## src/rtl/antitheft_pkg.sv

```systemverilog
// Shared definitions for the anti-theft arming controller.
// Holds the state encoding, the default timer lengths (in 1 Hz ticks),
// the countdown counter width and a helper that names the timed states.
package antitheft_pkg;

    localparam int unsigned CNT_W = 5;

    localparam int unsigned T_ARM_DEF       = 6;
    localparam int unsigned T_DRIVER_DEF    = 8;
    localparam int unsigned T_PASSENGER_DEF = 15;
    localparam int unsigned T_ALARM_DEF     = 10;

    // Encodings are visible on state_o, so they are fixed explicitly.
    typedef enum logic [2:0] {
        ARMED     = 3'd0,
        TRIGGERED = 3'd1,
        ALARM     = 3'd2,
        DISARMED  = 3'd3,
        IGN_OFF   = 3'd4,
        DOOR_OPEN = 3'd5,
        ARM_DELAY = 3'd6
    } state_t;

    // States whose exit depends on the countdown timer.
    function automatic logic is_timed(input state_t s);
        return (s == TRIGGERED) || (s == ALARM) || (s == ARM_DELAY);
    endfunction

endpackage

```

## src/rtl/countdown_timer.sv

```systemverilog
// Loadable tick countdown used by the anti-theft FSM.
// Ports:
//   clk, rst  - clock, synchronous active-high reset (count clears to 0)
//   load      - load load_val this cycle (takes priority over tick)
//   load_val  - value to load
//   tick      - decrement enable; the count saturates at 0
//   expire    - combinational: tick is high while the count is 1, i.e. the
//               edge that completes the N-th tick after loading N
module countdown_timer
    import antitheft_pkg::*;
#(
    parameter int unsigned W = CNT_W
) (
    input  logic         clk,
    input  logic         rst,
    input  logic         load,
    input  logic [W-1:0] load_val,
    input  logic         tick,
    output logic         expire
);

    logic [W-1:0] cnt;

    always_ff @(posedge clk) begin
        if (rst) begin
            cnt <= '0;
        end else if (load) begin
            cnt <= load_val;
        end else if (tick && (cnt != '0)) begin
            cnt <= cnt - 1'b1;
        end
    end

    assign expire = tick && (cnt == W'(1));

endmodule

```

## src/rtl/antitheft_fsm.sv

```systemverilog
// Anti-theft arming controller feeding the fuel-pump cutoff stage.
// Ports:
//   clk, rst     - clock, synchronous active-high reset (state -> ARMED)
//   tick_1hz     - single-cycle pulse once per second
//   ignition     - ignition key on
//   door_driver  - driver door open
//   door_pass    - passenger door open
//   fuel_en      - 1 only while DISARMED (to pump hidden_switch)
//   siren        - 1 only while in ALARM
//   status_led   - toggles per tick in ARMED, 1 in TRIGGERED/ALARM, else 0
//   state_o      - current state encoding
// Outputs are registered from the next state so they change on the same
// edge as state_o.
module antitheft_fsm
    import antitheft_pkg::*;
#(
    parameter int unsigned T_ARM       = T_ARM_DEF,
    parameter int unsigned T_DRIVER    = T_DRIVER_DEF,
    parameter int unsigned T_PASSENGER = T_PASSENGER_DEF,
    parameter int unsigned T_ALARM     = T_ALARM_DEF
) (
    input  logic       clk,
    input  logic       rst,
    input  logic       tick_1hz,
    input  logic       ignition,
    input  logic       door_driver,
    input  logic       door_pass,
    output logic       fuel_en,
    output logic       siren,
    output logic       status_led,
    output logic [2:0] state_o
);

    state_t             state;
    state_t             state_next;
    logic               load;
    logic [CNT_W-1:0]   load_val;
    logic               expire;
    logic               timer_tick;

    // Ticks outside the timed states are ignored so a leftover count holds.
    assign timer_tick = tick_1hz && is_timed(state);

    countdown_timer #(
        .W (CNT_W)
    ) u_timer (
        .clk      (clk),
        .rst      (rst),
        .load     (load),
        .load_val (load_val),
        .tick     (timer_tick),
        .expire   (expire)
    );

    always_comb begin
        state_next = state;
        load       = 1'b0;
        load_val   = '0;
        case (state)
            ARMED: begin
                // Driver door is checked first so it wins when both open.
                if (door_driver) begin
                    state_next = TRIGGERED;
                    load       = 1'b1;
                    load_val   = CNT_W'(T_DRIVER);
                end else if (door_pass) begin
                    state_next = TRIGGERED;
                    load       = 1'b1;
                    load_val   = CNT_W'(T_PASSENGER);
                end
            end
            TRIGGERED: begin
                if (ignition) begin
                    state_next = DISARMED;
                end else if (expire) begin
                    state_next = ALARM;
                    load       = 1'b1;
                    load_val   = CNT_W'(T_ALARM);
                end
            end
            ALARM: begin
                if (ignition) begin
                    state_next = DISARMED;
                end else if (door_driver || door_pass) begin
                    // Siren hold time restarts while any door is open.
                    load     = 1'b1;
                    load_val = CNT_W'(T_ALARM);
                end else if (expire) begin
                    state_next = ARMED;
                end
            end
            DISARMED: begin
                if (!ignition) begin
                    state_next = IGN_OFF;
                end
            end
            IGN_OFF: begin
                if (ignition) begin
                    state_next = DISARMED;
                end else if (door_driver) begin
                    state_next = DOOR_OPEN;
                end
            end
            DOOR_OPEN: begin
                if (ignition) begin
                    state_next = DISARMED;
                end else if (!door_driver) begin
                    state_next = ARM_DELAY;
                    load       = 1'b1;
                    load_val   = CNT_W'(T_ARM);
                end
            end
            ARM_DELAY: begin
                if (ignition) begin
                    state_next = DISARMED;
                end else if (door_driver) begin
                    state_next = DOOR_OPEN;
                end else if (expire) begin
                    state_next = ARMED;
                end
            end
            default: state_next = ARMED;
        endcase
    end

    always_ff @(posedge clk) begin
        if (rst) begin
            state      <= ARMED;
            fuel_en    <= 1'b0;
            siren      <= 1'b0;
            status_led <= 1'b0;
        end else begin
            state   <= state_next;
            fuel_en <= (state_next == DISARMED);
            siren   <= (state_next == ALARM);
            case (state_next)
                // Entering ARMED clears the LED; staying toggles it per tick.
                ARMED:            status_led <= (state == ARMED) ? (status_led ^ tick_1hz) : 1'b0;
                TRIGGERED, ALARM: status_led <= 1'b1;
                default:          status_led <= 1'b0;
            endcase
        end
    end

    assign state_o = state;

endmodule

```

## config.mk

```make
export PLATFORM = sky130hd
export DESIGN_NAME = antitheft_fsm
export DESIGN_NICKNAME = d
export VERILOG_FILES = /design/src/rtl/antitheft_pkg.sv /design/src/rtl/countdown_timer.sv /design/src/rtl/antitheft_fsm.sv
export SDC_FILE = /design/constraint.sdc
export NUM_CORES = 1
export LEC_CHECK = 0
export ABC_CLOCK_PERIOD_IN_PS = 2500
export CAP_MARGIN = 20
export CORE_MARGIN = 1.5
export CORE_UTILIZATION = 52
export CTS_CLUSTER_DIAMETER = 80
export DETAILED_ROUTE_END_ITERATION = 8
export PLACE_DENSITY_LB_ADDON = 0.08
export SETUP_SLACK_MARGIN = 0.4
export SLEW_MARGIN = 30
export SYNTH_ARGS = -nofsm -noshare
export SYNTH_HDL_FRONTEND = slang
export SYNTH_SLANG_ARGS = --single-unit
```

## constraint.sdc

```tcl
create_clock -name clk -period 2.5 [get_ports clk]
set_clock_uncertainty 0.2 [all_clocks]
set_input_delay 0.75 -clock clk [delete_from_list [all_inputs] [get_ports clk]]
set_output_delay 0.75 -clock clk [all_outputs]
set_load 0.05 [all_outputs]
```

Word-level counts from Yosys, hierarchy flattened --
Cells that the tools add are included.
Word-level totals: output and inout port bits 6, register bits after elaboration 11
Operators by class: mux-type cells 37, add/subtract/negate cells 1, bitwise logic cells 1, reductions and logical operators 11, equality and inequality tests 10
Operators by type and width (number):
- 3-bit two-way mux | 16
- 4-bit two-way mux | 6
- 3-bit one-hot mux with 7 select lines | 1
- 4-bit one-hot mux with 4 select lines | 1
- 3-bit by 2-bit equality test with 1-bit output (second input constant) | 4
- 5-bit two-way mux | 2
- 3-bit equality test (second input constant) | 3
- 1-bit two-way mux | 9
- 3-bit by 1-bit equality test with 1-bit output (second input constant) | 2
- 3-bit zero test | 2
- 5-bit by 1-bit equality test with 1-bit output (second input constant) | 1
- 5-bit nonzero test | 1
- 5-bit by 1-bit subtractor with 5-bit output (second input constant) | 1
- 1-bit one-hot mux with 4 select lines | 1
- 1-bit logical AND | 3
- 1-bit logical OR | 3
- 1-bit one-hot mux with 2 select lines | 1
- 2-bit nonzero test | 1
- 2-bit OR reduction | 1
- 1-bit bitwise XOR | 1

Longest topological paths before layout --
word-level depth 12, gate-level depth with buffers 7, depth with buffers taken out 7

By module --
From an unflattened synthesis, not the netlist that was laid out.
Second synthesis, totals: cells, all modules 102, area, all modules 835.8 sq um
Modules (own cells, without submodules):
- antitheft_fsm | seq. area each 120.1 sq um, area each 510.5 sq um, cells an instance 65, instances 1
- countdown_timer | seq. area each 100.1 sq um, area each 325.3 sq um, cells an instance 37, instances 1

Worst setup path before layout --
Ideal clock, no wire load.
path kind register to register, start reg state[1], in the netlist state_o[1], end reg status_led, slack 457 ps, arrival 1715 ps, clock period less this slack 2043 ps, library setup time 128 ps, path buffers 1, stages on the path, launching flop included 7, cell sequence dfxtp_1 buf_2 nor3b_1 a31oi_1 a2bb2oi_2 nor4b_1 nor3_1
On the way: longest elaborated chain between the ends 12, elaborated cells between the ends (all ways) 32
RTL lines:
- from (decl) | line antitheft_fsm.sv:34 | state_t state;
- from (signal assigned) | line antitheft_fsm.sv:133 | state <= state_next;
- 3-bit by 1-bit equality test with 1-bit output / 3-bit by 2-bit equality test with 1-bit output (equally long branches) | line antitheft_pkg.sv:26, antitheft_fsm.sv:59
- 1-bit logical OR (2 in a row) | line antitheft_pkg.sv:26 | return (s == TRIGGERED) || (s == ALARM) || (s == ARM_DELAY);
- 1-bit logical AND | line antitheft_fsm.sv:42 | assign timer_tick = tick_1hz && is_timed(state);
- 1-bit logical AND | line countdown_timer.sv:34 | assign expire = tick && (cnt == W'(1));
- 3-bit two-way mux | line antitheft_fsm.sv:88, antitheft_fsm.sv:118
- 3-bit two-way mux (on tied branches) | line antitheft_fsm.sv:116, antitheft_fsm.sv:84
- 3-bit two-way mux (on tied branches) | line antitheft_fsm.sv:114, antitheft_fsm.sv:82
- 3-bit one-hot mux with 7 select lines | line antitheft_fsm.sv:59 | case (state)
- 3-bit by 2-bit equality test with 1-bit output / 3-bit by 1-bit equality test with 1-bit output (equally long branches) | line antitheft_fsm.sv:136 | case (state_next)
- 2-bit OR reduction | line antitheft_fsm.sv:136
- 1-bit one-hot mux with 2 select lines * | line antitheft_fsm.sv:136
- to (signal assigned) | line antitheft_fsm.sv:138 | ARMED: status_led <= (state == ARMED) ? (status_led ^ tick_1hz) : 1'b0;
- to (decl) | line antitheft_fsm.sv:30 | output logic status_led,
Mark *: on every way between the ends. The rest lies on a longest branch, timed or not. A chain may end at the register's enable or synchronous reset.

Worst setup path after layout --
start reg state[2], in the netlist state_o[2], end out state_o[2]
RTL lines:
- to (decl) | line antitheft_fsm.sv:31 | output logic [2:0] state_o
No word-level cell between the ends.

==> flow_metrics.py <==
metrics = {
    "sta": {
        "worst_pin_slew_ns": 0.509,
        "grt_setup_unrepaired": "yes",
        "hold_ws_ns": 0.454,
        "timing.final.crit_share_pct": 82.6,
        "slew_headroom_pct": 66.0,
        "slew_violations": 0,
        "worst_slack_ns": 0.435,
        "fmax_mhz": 484,
        "finalSetupTns_ns": 0,
        "layout_min_cycle_time_ns": 2.07,
        "finalHoldViolCount": 0,
        "setup-violations-final": 0,
    },
    "setup_path": {
        "worstPathCellList": "buf_12",
        "critPathLaunchType": "flip-flop",
        "r2r_slack_ns": 0.52,
        "critical_path_class": "flip-flop to output port",
        "critPathSlowestCell": "dfxtp_1",
        "cp_top_family": "flip-flops",
        "critPathMaxStageDelay_ns": 0.64,
        "r2r_cells": 5,
        "crit_path_end_kind": "output port",
        "path_buf_inv": 1,
        "crit_fanout": 11,
        "timing.rr.start": "state_o[1]",
        "crit_arrival_ns": 1.12,
        "cp.required_ns": 1.55,
        "r2r_end": "siren",
    },
    "synthesis": {
        "ys_seq_area_share_pct": 26.3,
        "synth-async-reset-ratio_pct": 0,
        "synth.distinct_cells": 45,
        "ys_ff_latch": 11,
        "syn_inst": 97,
        "syn_area_sq_um": 837,
        "synth_edf_count": 0,
        "syn_avg_cell_area_sq_um": 8.63,
        "synthFlopType": "dfxtp_1",
        "yosys_warnings": 0,
        "synth.net_count": 106,
    },
    "clocking": {
        "cts_sinks": 11,
        "numCtsBuffers": 3,
        "clock_path_buffers": 2,
        "cts-root-buf": "clkbuf_4",
        "clk_pin_slew_ns": 0.06,
        "htree_num_levels": 1,
        "cts_tree": "yes",
        "clock_latency_ns": 0.27,
    },
    "power_and_ir_drop": {
        "p_per_area_nw_per_um2": 587,
        "totalPowerFinal_mw": 0.688,
        "vdd_drop_max_mv": 0.546,
        "power.leakage_nw": 0.452,
    },
    "global_routing": {
        "gr-total-overflow": 0,
        "antenna_found_initial": 0,
        "grt_max_degree": 17,
        "grt_pass1_wl_mm": 3.60,
        "grt_usage_pct": 26.5,
        "grt_pass1_vias": 793,
    },
    "layout": {
        "drive_above_1_share_pct": 37.6,
        "diodes": 0,
        "nFillCells": 113,
        "mostFrequentLayoutCell": "buf_4",
        "fin_cells": 133,
        "final_area_sq_um": 1170,
        "areaGrowthSynthToFinish_pct": 39.9,
        "final_cell_mix": "buf_4, dfxtp_1, nor2_1, nand2_1, xnor2_1",
        "final_nets": 127,
        "post-route-util_pct": 77.7,
    },
    "drt": {
        "drt_wl_total_mm": 2.14,
        "drtPass1Iterations": 4,
        "drc": 0,
        "drtIter0Drc": 16,
        "post_drt_wl_per_cell_microns": 16.1,
        "viasPerCell": 6.15,
        "ant_nets": 0,
        "num_vias": 818,
    },
    "min_path": {
        "holdPathStages": 2,
        "hold_class": "flip-flop to flip-flop",
        "hold_end": "u_timer.cnt[4]",
        "min_from": "u_timer.cnt[4]",
    },
    "floorplanning": {
        "num_io_pins": 12,
        "die_h_microns": 43.1,
        "die_w_microns": 43.1,
        "core_sq_um": 1510,
        "die_area_sq_um": 1860,
        "rows": 14,
        "start_util_pct": 55.6,
    },
    "place": {
        "dp.cells": 127,
        "dp_slack_ns": -0.117,
        "place_congestion": 0.837,
        "dp_hpwl_mm": 1.42,
        "placedInstanceArea_sq_um": 1030,
        "port_buffers": 11,
    },
    "job": {
        "cap_violations": 0,
    },
    "outcome": {
        "status": "finished clean",
    },
}
-- power by group --
| part | internal [mW] | switching (mW) | total [mW] |
|---|---|---|---|
| Combinational | 0.153 | 0.171 | 0.324 |
| Sequential | 0.201 | 0.0433 | 0.244 |
| Clock | 0.0619 | 0.0576 | 0.119 |
| Total | 0.416 | 0.272 | 0.688 |
-- worst min-delay path: cells and delay by family, from the launching register on --
| kind | cells | cell delay (ns) |
|---|---|---|
| XOR/XNOR | 1 | 0.16 |
| AND/OR/NAND/NOR | 1 | 0.10 |
| flip-flops | 1 | 0.35 |
-- cell usage after synthesis, drive strengths merged, types with 2 or more instances --
cell type  instances  area share (%)
o2111ai            2             2.1
a31oi              3             2.2
and2               2             1.6
nand2b             3             2.2
nand2              7             3.1
a21oi              2             1.2
nand3b             2             1.8
nor2               9             4.0
nor2b              2             1.5
nor3b              5             6.4
dfxtp             11              26
a311oi             2             2.8
nor3               7             4.8
xnor2              4             4.2
ha                 3             4.5
and3               2             1.5
inv                3             1.3
buf                4             2.5
nor4b              2             3.9
o21ai              5             3.0
nor4               3             3.0
-- worst max-delay path by stage --
stage,start,end,depth (start not counted)
floorplan,state_o[1],status_led,6
global placement,tick_1hz,status_led,6
detailed placement,tick_1hz,status_led,6
CTS,door_pass,u_timer.cnt[1],6
global route,state_o[2],state_o[2],1
finish,state_o[2],state_o[2],1
-- kinds of logic after synthesis --
logic type / after synthesis / share of synthesized area [%]
adder cells (fa/ha/maj): 3 / 4.48
buffers and inverters: 8 / 4.33
AO/OA/AOI/OAI: 23 / 22.4
XOR/XNOR: 5 / 5.23
AND/OR/NAND/NOR: 47 / 37.2
flip-flops: 11 / 26.3
-- sequential cells by signal, indices dropped and copies added, names as in the netlist --
name / cells
status_led: 1
fuel_en: 1
siren: 1
state_o: 3
u_timer.cnt: 5
-- area by class of cell --
class | instances | area [sq um] | area share (%)
clock buffer | 4 | 26.3 | 2.24
sequential | 11 | 223 | 19.0
multi-input combinational | 78 | 687 | 58.7
tap | 16 | 20.0 | 1.71
inverter | 3 | 11.3 | 0.962
timing repair buffer | 21 | 204 | 17.4
-- routing by layer --
metal  global-route usage, %  wire length, microns
met4                    14.5                    36
met5                       0                     0
met2                    41.2                  1040
met3                    3.83                    91
met1                    34.8                   972
-- repair_timing --
item | CTS | global route
pin swaps | 8 | 5
hold buffers | 0 | 0
setup buffers | 2 | 0
gates resized for setup | 20 | 13
endpoints found under the setup margin | 14 | 9
Note: power is estimated with default switching activity, not from simulation.
